===== config.mk =====
export PLATFORM = sky130hd
export DESIGN_NAME = tnaf_digit_sequencer_flat
export DESIGN_NICKNAME = d
export VERILOG_FILES = /design/src/rtl/tnaf_digit_sequencer_if.sv /design/src/rtl/tnaf_digit_sequencer.sv /design/src/flat_wrapper.sv
export SDC_FILE = /design/constraint.sdc
export NUM_CORES = 1
export LEC_CHECK = 0
export CAP_MARGIN = 10
export CORE_MARGIN = 8
export CORE_UTILIZATION = 67
export CTS_CLUSTER_DIAMETER = 60
export DETAILED_ROUTE_END_ITERATION = 8
export DONT_BUFFER_PORTS = 1
export PLACE_DENSITY = 0.81
export RECOVER_POWER = 50
export SLEW_MARGIN = 15
export SYNTH_ARGS = -nofsm -noshare
export SYNTH_HDL_FRONTEND = slang
export SYNTH_SLANG_ARGS = --single-unit

===== constraint.sdc =====
create_clock -name clk -period 3.54 [get_ports clk]
set_clock_uncertainty 0.2 [all_clocks]
set_input_delay 0.354 -clock clk [delete_from_list [all_inputs] [get_ports clk]]
set_output_delay 0.354 -clock clk [all_outputs]
set_load 0.02 [all_outputs]

===== src/rtl/tnaf_digit_sequencer_if.sv =====
// Handshake bundle between the tau-NAF digit sequencer, the recoder, the point unit and the controller.
// Optional stats outputs exist only when TNAF_STATS_EN is defined.
interface tnaf_digit_sequencer_if #(
    parameter int CNT_W = 9
);
    logic             start;
    logic             digit_valid;
    logic             digit_nz;
    logic             digit_sign;
    logic             digit_last;
    logic             digit_ready;
    logic             cmd_valid;
    logic [1:0]       cmd_op;
    logic             cmd_ready;
    logic             op_done;
    logic             busy;
    logic             done;
    logic             error;
    logic [CNT_W-1:0] digit_count;
`ifdef TNAF_STATS_EN
    logic [CNT_W-1:0] stat_add;
    logic [CNT_W-1:0] stat_sub;
`endif

    modport master (
        input  start, digit_valid, digit_nz, digit_sign, digit_last, cmd_ready, op_done,
        output digit_ready, cmd_valid, cmd_op, busy, done, error, digit_count
`ifdef TNAF_STATS_EN
        , stat_add, stat_sub
`endif
    );

    modport slave (
        output start, digit_valid, digit_nz, digit_sign, digit_last, cmd_ready, op_done,
        input  digit_ready, cmd_valid, cmd_op, busy, done, error, digit_count
`ifdef TNAF_STATS_EN
        , stat_add, stat_sub
`endif
    );
endinterface


===== src/rtl/tnaf_digit_sequencer.sv =====
// Buffers tau-NAF digits and walks them right-to-left, issuing ADD/SUB then FROB per digit.
// Define TNAF_STATS_EN to add the stat_add/stat_sub handshake counters.
module tnaf_digit_sequencer #(
    parameter int FIFO_DEPTH = 8,
    parameter int CNT_W      = 9,
    parameter int MAX_DIGITS = 290
) (
    input logic                    clk,
    input logic                    rst,
    tnaf_digit_sequencer_if.master bus
);
    localparam int AW = $clog2(FIFO_DEPTH);
    localparam logic [AW:0]      PTR_ONE = {{AW{1'b0}}, 1'b1};
    localparam logic [CNT_W-1:0] CNT_ONE = {{(CNT_W-1){1'b0}}, 1'b1};
    localparam logic [CNT_W-1:0] CNT_MAX = CNT_W'(MAX_DIGITS);

    localparam logic [1:0] OP_FROB = 2'b00;
    localparam logic [1:0] OP_ADD  = 2'b01;
    localparam logic [1:0] OP_SUB  = 2'b10;

    localparam logic [2:0] S_IDLE       = 3'd0;
    localparam logic [2:0] S_FETCH      = 3'd1;
    localparam logic [2:0] S_ISSUE_PT   = 3'd2;
    localparam logic [2:0] S_WAIT_PT    = 3'd3;
    localparam logic [2:0] S_ISSUE_FROB = 3'd4;
    localparam logic [2:0] S_WAIT_FROB  = 3'd5;
    localparam logic [2:0] S_FINISH     = 3'd6;

    logic [2:0]       state_q, state_d;
    logic [AW:0]      wr_ptr_q, wr_ptr_d;
    logic [AW:0]      rd_ptr_q, rd_ptr_d;
    logic             last_pushed_q, last_pushed_d;
    logic             cur_sign_q, cur_sign_d;
    logic             cur_last_q, cur_last_d;
    logic [CNT_W-1:0] cnt_q, cnt_d;
    logic             error_q, error_d;
    logic             ovf_q, ovf_d;

    // Entry layout {last, sign, nz}
    logic [2:0]       fifo_mem_q [FIFO_DEPTH];

    logic             fifo_empty, fifo_full;
    logic             busy_w, ready_w, push, stray_done;
    logic [2:0]       head;
    logic [CNT_W-1:0] cnt_inc;

    assign fifo_empty = (wr_ptr_q == rd_ptr_q);
    assign fifo_full  = (wr_ptr_q[AW] != rd_ptr_q[AW]) &&
                        (wr_ptr_q[AW-1:0] == rd_ptr_q[AW-1:0]);
    assign head       = fifo_mem_q[rd_ptr_q[AW-1:0]];
    assign cnt_inc    = cnt_q + CNT_ONE;

    assign busy_w     = (state_q != S_IDLE) && (state_q != S_FINISH);
    assign ready_w    = busy_w && !fifo_full && !last_pushed_q;
    // A start in the same cycle flushes the FIFO, so nothing is written then
    assign push       = bus.digit_valid && ready_w && !bus.start;
    // Unarmed (IDLE) op_done is ignored; once armed it is only legal while waiting
    assign stray_done = (state_q != S_IDLE) && (state_q != S_WAIT_PT) &&
                        (state_q != S_WAIT_FROB);

    always_comb begin
        state_d       = state_q;
        wr_ptr_d      = wr_ptr_q;
        rd_ptr_d      = rd_ptr_q;
        last_pushed_d = last_pushed_q;
        cur_sign_d    = cur_sign_q;
        cur_last_d    = cur_last_q;
        cnt_d         = cnt_q;
        error_d       = error_q;
        ovf_d         = ovf_q;

        if (push) begin
            wr_ptr_d = wr_ptr_q + PTR_ONE;
            if (bus.digit_last) last_pushed_d = 1'b1;
            if (!bus.digit_nz && bus.digit_sign) error_d = 1'b1;
        end
        if (bus.op_done && stray_done) error_d = 1'b1;

        case (state_q)
            S_IDLE: ;
            S_FETCH: begin
                if (!fifo_empty) begin
                    rd_ptr_d   = rd_ptr_q + PTR_ONE;
                    cnt_d      = cnt_inc;
                    cur_sign_d = head[1];
                    cur_last_d = head[2];
                    if (head[0]) begin
                        state_d = S_ISSUE_PT;
                    end else if (head[2]) begin
                        state_d = S_FINISH;
                    end else if (cnt_inc == CNT_MAX) begin
                        state_d = S_FINISH;
                        ovf_d   = 1'b1;
                        error_d = 1'b1;
                    end else begin
                        state_d = S_ISSUE_FROB;
                    end
                end
            end
            S_ISSUE_PT:   if (bus.cmd_ready) state_d = S_WAIT_PT;
            S_WAIT_PT: begin
                if (bus.op_done) begin
                    if (cur_last_q) begin
                        state_d = S_FINISH;
                    end else if (cnt_q == CNT_MAX) begin
                        state_d = S_FINISH;
                        ovf_d   = 1'b1;
                        error_d = 1'b1;
                    end else begin
                        state_d = S_ISSUE_FROB;
                    end
                end
            end
            S_ISSUE_FROB: if (bus.cmd_ready) state_d = S_WAIT_FROB;
            S_WAIT_FROB:  if (bus.op_done) state_d = S_FETCH;
            default:      state_d = S_IDLE;
        endcase

        // Start arms from any state and abandons whatever was in flight
        if (bus.start) begin
            state_d       = S_FETCH;
            wr_ptr_d      = '0;
            rd_ptr_d      = '0;
            last_pushed_d = 1'b0;
            cnt_d         = '0;
            error_d       = 1'b0;
            ovf_d         = 1'b0;
        end
    end

    always_ff @(posedge clk) begin
        if (rst) begin
            state_q       <= S_IDLE;
            wr_ptr_q      <= '0;
            rd_ptr_q      <= '0;
            last_pushed_q <= 1'b0;
            cnt_q         <= '0;
            error_q       <= 1'b0;
            ovf_q         <= 1'b0;
        end else begin
            state_q       <= state_d;
            wr_ptr_q      <= wr_ptr_d;
            rd_ptr_q      <= rd_ptr_d;
            last_pushed_q <= last_pushed_d;
            cnt_q         <= cnt_d;
            error_q       <= error_d;
            ovf_q         <= ovf_d;
        end
    end

    always_ff @(posedge clk) begin
        cur_sign_q <= cur_sign_d;
        cur_last_q <= cur_last_d;
        if (push) fifo_mem_q[wr_ptr_q[AW-1:0]] <= {bus.digit_last, bus.digit_sign, bus.digit_nz};
    end

    assign bus.digit_ready = ready_w;
    assign bus.busy        = busy_w;
    assign bus.cmd_valid   = (state_q == S_ISSUE_PT) || (state_q == S_ISSUE_FROB);
    assign bus.cmd_op      = (state_q == S_ISSUE_PT) ? (cur_sign_q ? OP_SUB : OP_ADD) : OP_FROB;
    // Overflow terminates through FINISH but must not look like a clean completion
    assign bus.done        = (state_q == S_FINISH) && !ovf_q;
    assign bus.error       = error_q;
    assign bus.digit_count = cnt_q;

`ifdef TNAF_STATS_EN
    logic [CNT_W-1:0] stat_add_q, stat_sub_q;

    always_ff @(posedge clk) begin
        if (rst || bus.start) begin
            stat_add_q <= '0;
            stat_sub_q <= '0;
        end else if ((state_q == S_ISSUE_PT) && bus.cmd_ready) begin
            if (cur_sign_q) stat_sub_q <= stat_sub_q + CNT_ONE;
            else            stat_add_q <= stat_add_q + CNT_ONE;
        end
    end

    assign bus.stat_add = stat_add_q;
    assign bus.stat_sub = stat_sub_q;
`endif
endmodule

===== src/flat_wrapper.sv =====
// flat-port wrapper written by rule: the top's interface ports become plain ports
module tnaf_digit_sequencer_flat 
#(
    parameter int FIFO_DEPTH = 8,
    parameter int CNT_W      = 9,
    parameter int MAX_DIGITS = 290
)
  (clk, rst, bus_start, bus_digit_valid, bus_digit_nz, bus_digit_sign, bus_digit_last, bus_cmd_ready, bus_op_done, bus_digit_ready, bus_cmd_valid, bus_cmd_op, bus_busy, bus_done, bus_error, bus_digit_count);
  tnaf_digit_sequencer_if #(.CNT_W(CNT_W)) bus_i ();
  input logic clk;
  input logic rst;
  input wire logic [$bits(bus_i.start)-1:0] bus_start;
  input wire logic [$bits(bus_i.digit_valid)-1:0] bus_digit_valid;
  input wire logic [$bits(bus_i.digit_nz)-1:0] bus_digit_nz;
  input wire logic [$bits(bus_i.digit_sign)-1:0] bus_digit_sign;
  input wire logic [$bits(bus_i.digit_last)-1:0] bus_digit_last;
  input wire logic [$bits(bus_i.cmd_ready)-1:0] bus_cmd_ready;
  input wire logic [$bits(bus_i.op_done)-1:0] bus_op_done;
  output wire logic [$bits(bus_i.digit_ready)-1:0] bus_digit_ready;
  output wire logic [$bits(bus_i.cmd_valid)-1:0] bus_cmd_valid;
  output wire logic [$bits(bus_i.cmd_op)-1:0] bus_cmd_op;
  output wire logic [$bits(bus_i.busy)-1:0] bus_busy;
  output wire logic [$bits(bus_i.done)-1:0] bus_done;
  output wire logic [$bits(bus_i.error)-1:0] bus_error;
  output wire logic [$bits(bus_i.digit_count)-1:0] bus_digit_count;
  assign bus_i.start = bus_start;
  assign bus_i.digit_valid = bus_digit_valid;
  assign bus_i.digit_nz = bus_digit_nz;
  assign bus_i.digit_sign = bus_digit_sign;
  assign bus_i.digit_last = bus_digit_last;
  assign bus_i.cmd_ready = bus_cmd_ready;
  assign bus_i.op_done = bus_op_done;
  assign bus_digit_ready = bus_i.digit_ready;
  assign bus_cmd_valid = bus_i.cmd_valid;
  assign bus_cmd_op = bus_i.cmd_op;
  assign bus_busy = bus_i.busy;
  assign bus_done = bus_i.done;
  assign bus_error = bus_i.error;
  assign bus_digit_count = bus_i.digit_count;
  tnaf_digit_sequencer #(.FIFO_DEPTH(FIFO_DEPTH), .CNT_W(CNT_W), .MAX_DIGITS(MAX_DIGITS)) u_core (.clk(clk), .rst(rst), .bus(bus_i));
endmodule

==> results of run 1 <==
logic make-up after synthesis:
group           after synthesis  share of synthesized area (%)
simple gates                107                          21.65
flops                        52                          49.38
compound gates               30                          9.544
buf+inv                      21                          3.751
xor+xnor                     18                          5.983
mux                           9                          6.838
fa+ha+maj                     6                          2.849
stage by stage:
stage | area [um2] | hold WS [ps] | power (uW) | cells
after floorplan | 2635 | 223.4 | 685.8 | 243
after global placement | 2634 | 225.1 | 690.0 | 280
after detailed placement | 2634 | 228.0 | 691.7 | 280
after CTS | 2765 | 25.11 | 1029 | 292
after global routing | 2760 | 45.90 | 1062 | 292
final | 2760 | 26.46 | 1024 | 292
sequential cells by signal, summed over array words and instances, names as in the netlist, named ones only:
register,flops
u_core.ovf_q,1
u_core.state_q,3
u_core.fifo_mem_q,24
u_core.rd_ptr_q,4
u_core.cur_sign_q,1
u_core.wr_ptr_q,4
u_core.cur_last_q,1
u_core.last_pushed_q,1
u_core.bus.error,1
u_core.bus.digit_count,9
cell type report:
cell class / count / area, um2
Multi-Input combinational cell: 170 / 1230
Inverter: 10 / 37.54
Fill cell: 250 / 955.9
Clock buffer: 8 / 91.34
Sequential cell: 52 / 1301
Tap cell: 48 / 60.06
Timing Repair Buffer: 4 / 40.04
worst min path at each step:
stage	startpoint	end	cells after the start
global route	bus_start	u_core.fifo_mem_q[4][0]$_DFFE_PP_	1
CTS	bus_digit_valid	u_core.last_pushed_q$_SDFFE_PP0P_	2
finish	bus_digit_valid	u_core.last_pushed_q$_SDFFE_PP0P_	2
floorplan	rst	u_core.state_q[0]$_SDFFE_PP0P_	1
global placement	rst	u_core.state_q[0]$_SDFFE_PP0P_	1
detailed placement	rst	u_core.state_q[0]$_SDFFE_PP0P_	1
layout by cell type, fill, tap and decap left out, types with 2 or more instances in the layout:
cell | Yosys | final
or3_1 | 5 | 5
nand4_1 | 3 | 3
inv_1 | 9 | 10
nand3_1 | 5 | 6
mux4_1 | 4 | 4
a31oi_1 | 3 | 3
dlygate4sd3_1 | 0 | 4
nor3b_1 | 2 | 2
nand4b_1 | 3 | 3
nor4_1 | 6 | 6
a21oi_1 | 5 | 5
xnor2_1 | 13 | 13
o21ai_0 | 5 | 5
xor2_1 | 5 | 5
nand2_1 | 26 | 26
edfxtp_1 | 26 | 26
nor3_1 | 8 | 8
nor3_2 | 3 | 3
or2_1 | 3 | 3
a211oi_1 | 3 | 3
mux4_2 | 2 | 2
dfxtp_1 | 26 | 26
nor2_1 | 31 | 31
clkbuf_8 | 0 | 6
a21oi_2 | 2 | 2
mux2i_1 | 3 | 3
ha_1 | 6 | 6
timing repair:
action	CTS	global route
hold endpoints to repair	25	0
resized for setup	0	0
hold buffers	4	0
setup buffers	0	0
critical path, stage by stage (launching register included):
cell     delay, ps
dfxtp_1        560
inv_1          140
a21oi_2        220
and2_0         510
nand2_2        150
or2_1          280
nor3_1         400
routing by layer:
layer / track usage (%) / vias to the layer above
met5: 0 / -
met4: 4.630 / 0
met3: 3.604 / 8
met2: 30.07 / 86
met1: 24.79 / 893
li1: - / 882
power by group through the flow:
stage	registers (uW)	logic, uW	clock network [uW]
2_1_floorplan	651	34.9	0
3_3_place_gp	654	36.1	0
3_5_place_dp	654	37.4	0
4_1_cts	640	45.3	344
5_1_grt	641	49.6	371
6_report	640	45.0	339
==> reports/qor.csv, run 1 <==
stage,metric,value,unit
run_status,status,"complete, no violations",
floorplan,die area,6195,um2
worst_hold_path,Hold WC Path Type,in2reg,
synth,ys flop type,edfxtp_1,
clocking,clock sink count,52,
sta,Worst-Margin Slew,867.5,ps
clocking,Root Driver,clkbuf_8,
critical_path,WP data arrival,2550,ps
power_and_ir_drop,VDD IR max,0.0002839,V
synth,number of register bits inferred by synthesis,52,
detailed_routing,drc violations,0,
critical_path,R2R depth,6,
critical_path,Crit Path Category,reg2reg,
critical_path,crit-path max FO,14,
grt,antenna violations before repair,0,
clocking,CTS tree,built,
clocking,cts bufs inserted,5,
grt,GRT overflow,0,
finish,utilization after layout,74.28,%
sta,Slew Limit Fails,0,
power_and_ir_drop,Clk pwr share,33.1,%
placed_design,GPL Wtd Cong,0.9194,
critical_path,register-to-register setup slack,740,ps
grt,first-pass GRT wire length,9.121,mm
finish,diode count,0,
detailed_routing,met3 wire length,434,um
synth,"area leader, netlist",edfxtp_1,
critical_path,critical path capture point type,flop,
floorplan,total core area,3716,um2
sta,RSZ-0062 raised after global routing,no,
sta,Achievable Freq,356.5,MHz
detailed_routing,final wirelength,5.561,mm
power_and_ir_drop,Gate power share,4.4,%
critical_path,RR Endpoint,u_core.fifo_mem_q[2][1]$_DFFE_PP_,
finish,Final Net Count,258,
sta,Worst Slack Setup Final,735.2,ps
power_and_ir_drop,Int Power,811.5,uW
sta,Final period util,79.23,%
detailed_routing,Routed met2 length,2.746,mm
synth,"Net Count, Synth",258,
grt,pin count of the biggest net entering global routing,24,
detailed_routing,routed via count,1869,
floorplan,Die X,78.71,um
synth,ys async rst share,0,%
finish,area delta synth->final,4.748,%
finish,layout cells sized above 1,10.66,%
critical_path,Startpoint Class,flop,
sta,Final Setup Violations,0,
detailed_routing,met1 wire length,2.328,mm
synth,most frequent cells after synthesis,"31 x nor2_1, 26 x dfxtp_1, 26 x edfxtp_1, 26 x nand2_1, 13 x xnor2_1",
synth,synth unique cells,52,
synth,"count leader, synth",nor2_1,
detailed_routing,Top Metal Used,met4,
detailed_routing,per-cell routed wire length,19.04,um
power_and_ir_drop,Net Sw Frac,20.74,%
placed_design,PortBufs,0,
floorplan,effective utilization at floorplan,70.91,%
grt,vias in the first global route,1796,
placed_design,Post-Place Setup Slack,927.3,ps
synth,Post-Syn Instances,243,
synth,Syn. warnings,0,
detailed_routing,DRT Pass-1 Iters,5,
grt,All-Layer GR Usage,18.50,%
synth,syn avg cell area,10.84,um2
clocking,H-tree Lvls,2,
critical_path,critical path launch point,u_core.state_q[0]$_SDFFE_PP0P_,
clocking,clock insertion delay at the later pin of the skew report,300,ps
sta,final hold viol count,0,
detailed_routing,Post-DRT Antenna Nets,0,
detailed_routing,Via density,6.401,
power_and_ir_drop,P_leak,0.0008868,uW
critical_path,reg-to-reg startpoint,u_core.state_q[0]$_SDFFE_PP0P_,
power_and_ir_drop,sequential power share,62.5,%
synth,share of the synthesized area in the top cell type,29.63,%
floorplan,row cnt,22,
critical_path,CP required,3290,ps
power_and_ir_drop,Psw,212.3,uW
synth,ranking of synthesized cells by area,"edfxtp_1 30%, dfxtp_1 20%, nor2_1 4.4%",
critical_path,Setup crit end,u_core.fifo_mem_q[2][1]$_DFFE_PP_,
clocking,Clock Path Buffers,2,
sta,Setup TNS,0,ps
power_and_ir_drop,Pwr Density,370.9,nW/um2
floorplan,Die H,78.71,um
sta,clock period minus worst slack,2805,ps
synth,post-synthesis sequential area ratio,49.38,%
clocking,Clock Pin Slew Worst Setup and Hold Paths,90,ps
synth,number of synthesized flops with an enable pin,26,
floorplan,I/O pin count,25,
synth,post-synthesis cell area,2635,um2
placed_design,hpwl dp,4.049,mm
detailed_routing,DR iter-0 viols,148,
sta,Worst slew margin,41.63,%
job,Max Cap Viol,0,
No activity file was read; power rests on OpenSTA's default activity.
==> run 2: changes to the inputs <==
Settings changed: CORE_UTILIZATION 67 to 63, PLACE_DENSITY 0.81 to 0.77.
Clock period 3.54 ns to 2.9 ns, I/O delays scaled along.
==> run 2 against run 1 <==
Against the previous run:
- worst hold slack got worse by 9.4 ps
- total power increased by 20%
- critical path type unchanged
- clock power increased by 15%
- largest cell class unchanged
- sequential share of layout area decreased by 0.69 points
- flip-flop and latch count unchanged
- via count decreased by 2.0%
- non-clock buffer count increased by 6
- global-route usage decreased by 0.18 points
- combinational power increased by 46%
==> reports/qor.csv, run 2 (same netlist as run 1, synthesis figures left out) <==
stage,metric,value,unit
finish,layout cells sized above 1,10.80,%
floorplan,Die X,80.67,um
critical_path,WP depth,6,
critical_path,RR Endpoint,u_core.state_q[0]$_SDFFE_PP0P_,
critical_path,CP required,2960,ps
sta,RSZ-0062 raised after global routing,no,
job,Max Cap Viol,0,
finish,most frequent cells in the layout,"31 x nor2_1, 26 x nand2_1, 26 x dfxtp_1, 26 x edfxtp_1, 13 x xnor2_1",
sta,Slew Limit Fails,0,
finish,"commonest non-fill, non-tap cell in the layout",nor2_1,
detailed_routing,drc violations,0,
worst_hold_path,Hold WC Path Type,in2reg,
clocking,Clock Pin Slew Worst Setup and Hold Paths,90,ps
clocking,H-tree Lvls,2,
finish,max FFs per register,24,
clocking,Root Driver,clkbuf_8,
placed_design,GPL Wtd Cong,0.9083,
critical_path,Setup crit end,u_core.state_q[0]$_SDFFE_PP0P_,
sta,Final Setup Violations,0,
sta,Achievable Freq,401.9,MHz
critical_path,Crit Path Category,reg2reg,
critical_path,reg-to-reg startpoint,u_core.state_q[0]$_SDFFE_PP0P_,
critical_path,CP peak stage delay,560,ps
detailed_routing,per-cell routed wire length,18.41,um
detailed_routing,Via density,6.107,
grt,All-Layer GR Usage,18.32,%
clocking,Clock Path Buffers,2,
finish,area delta synth->final,6.315,%
detailed_routing,Post-DRT Antenna Nets,0,
power_and_ir_drop,VDD IR max,0.0002396,V
grt,first-pass GRT wire length,9.094,mm
detailed_routing,routed via count,1832,
floorplan,row cnt,23,
critical_path,crit-path max FO,13,
clocking,clock sink count,52,
clocking,CTS tree,built,
critical_path,critical path capture point type,flop,
critical_path,CP Cell Sequence,buf_4 -> or3b_1 -> a211oi_2 -> o21ai_1 -> a31oi_1 -> dlygate4sd3_1,
critical_path,WP data arrival,2540,ps
critical_path,register-to-register setup slack,410,ps
detailed_routing,final wirelength,5.523,mm
finish,Layout Cells excl Fill,300,
power_and_ir_drop,Total Power,1233,uW
sta,clock period minus worst slack,2488,ps
finish,Final Net Count,264,
power_and_ir_drop,P_leak,0.0009091,uW
grt,antenna violations before repair,0,
critical_path,critical path launch point,u_core.state_q[0]$_SDFFE_PP0P_,
power_and_ir_drop,Pwr Density,440.1,nW/um2
finish,diode count,0,
floorplan,I/O pin count,25,
sta,final hold viol count,0,
placed_design,hpwl dp,4.176,mm
detailed_routing,DRT Pass-1 Iters,4,
finish,multi-input logic area,1226,um2
critical_path,critical path's top delay family,buffers and inverters,
critical_path,Crit path buffers/inverters,2,
sta,Worst slew margin,41.77,%
clocking,clock insertion delay at the later pin of the skew report,310,ps
sta,Setup TNS,0,ps
sta,Worst Slack Setup Final,411.9,ps
sta,Worst-Margin Slew,873.4,ps
grt,pin count of the biggest net entering global routing,24,
run_status,status,"complete, no violations",
placed_design,Post-Place Setup Slack,551.2,ps
detailed_routing,DR iter-0 viols,125,
floorplan,total core area,4000,um2
floorplan,die area,6508,um2
finish,fillers,297,
floorplan,effective utilization at floorplan,65.87,%
sta,Post-Route Hold Slack,17.08,ps
sta,Final period util,85.80,%
clocking,cts bufs inserted,5,
critical_path,slowest library cell on the worst path,dlygate4sd3_1,
critical_path,R2R depth,6,
placed_design,Inst Count DP,285,
finish,Storage cell area,1301,um2
critical_path,Startpoint Class,flop,
clocking,post-CTS setup buffer count,0,
grt,vias in the first global route,1786,
grt,GRT overflow,0,
placed_design,PortBufs,0,
floorplan,Die H,80.67,um
[run 2: through the flow]
step	cell area, um2	util, %
5_1_grt	2801	70.03
6_report	2801	70.03
3_3_place_gp	2659	66.47
4_1_cts	2810	70.25
2_1_floorplan	2635	-
3_5_place_dp	2659	66.47
[run 2: what timing repair did]
item	CTS	global route
gates resized for setup	0	0
hold buffers	7	0
endpoints found under the hold margin	30	0
[run 2: worst min path at each step]
stage,start,endpoint,slack (ps),depth (start not counted)
3_3_place_gp,rst,u_core.state_q[0]$_SDFFE_PP0P_,160,1
4_1_cts,bus_digit_valid,u_core.wr_ptr_q[0]$_SDFFE_PP0P_,2,3
5_1_grt,bus_digit_sign,u_core.bus.error$_SDFF_PP0_,30,2
2_1_floorplan,rst,u_core.state_q[0]$_SDFFE_PP0P_,160,1
3_5_place_dp,rst,u_core.state_q[0]$_SDFFE_PP0P_,170,1
6_report,bus_digit_valid,u_core.wr_ptr_q[2]$_SDFFE_PP0P_,20,3
[run 2: power breakdown]
| part | leakage, uW | switching, uW | internal, uW |
|---|---|---|---|
| clock | 0.0000422 | 219 | 170 |
| sequential | 0.000444 | 4.58 | 774 |
| combinational | 0.000423 | 41.5 | 24.4 |
[run 2: layer usage]
metal | GRT usage (%) | wire (um) | vias to the layer above
li1 | - | - | 891
met1 | 22.22 | 2422 | 886
met2 | 29.99 | 2714 | 45
met3 | 4.353 | 267 | 10
met4 | 8.393 | 119 | 0
met5 | 0 | 0 | -
[run 2: final cells by class]
class / instances / area share (%)
inverters: 10 / 1.340
multi-input cells: 170 / 43.77
flip-flops and latches: 52 / 46.45
well taps: 50 / 2.233
clock buffers: 7 / 2.724
repair buffers: 10 / 3.305
clock inverters: 1 / 0.1787
[run 2: worst reg2reg max path: cells and delay by family (launching register included)]
family | cells | cell delay, ps
simple gates | 1 | 430
buf+inv | 2 | 740
flops | 1 | 350
compound gates | 3 | 720
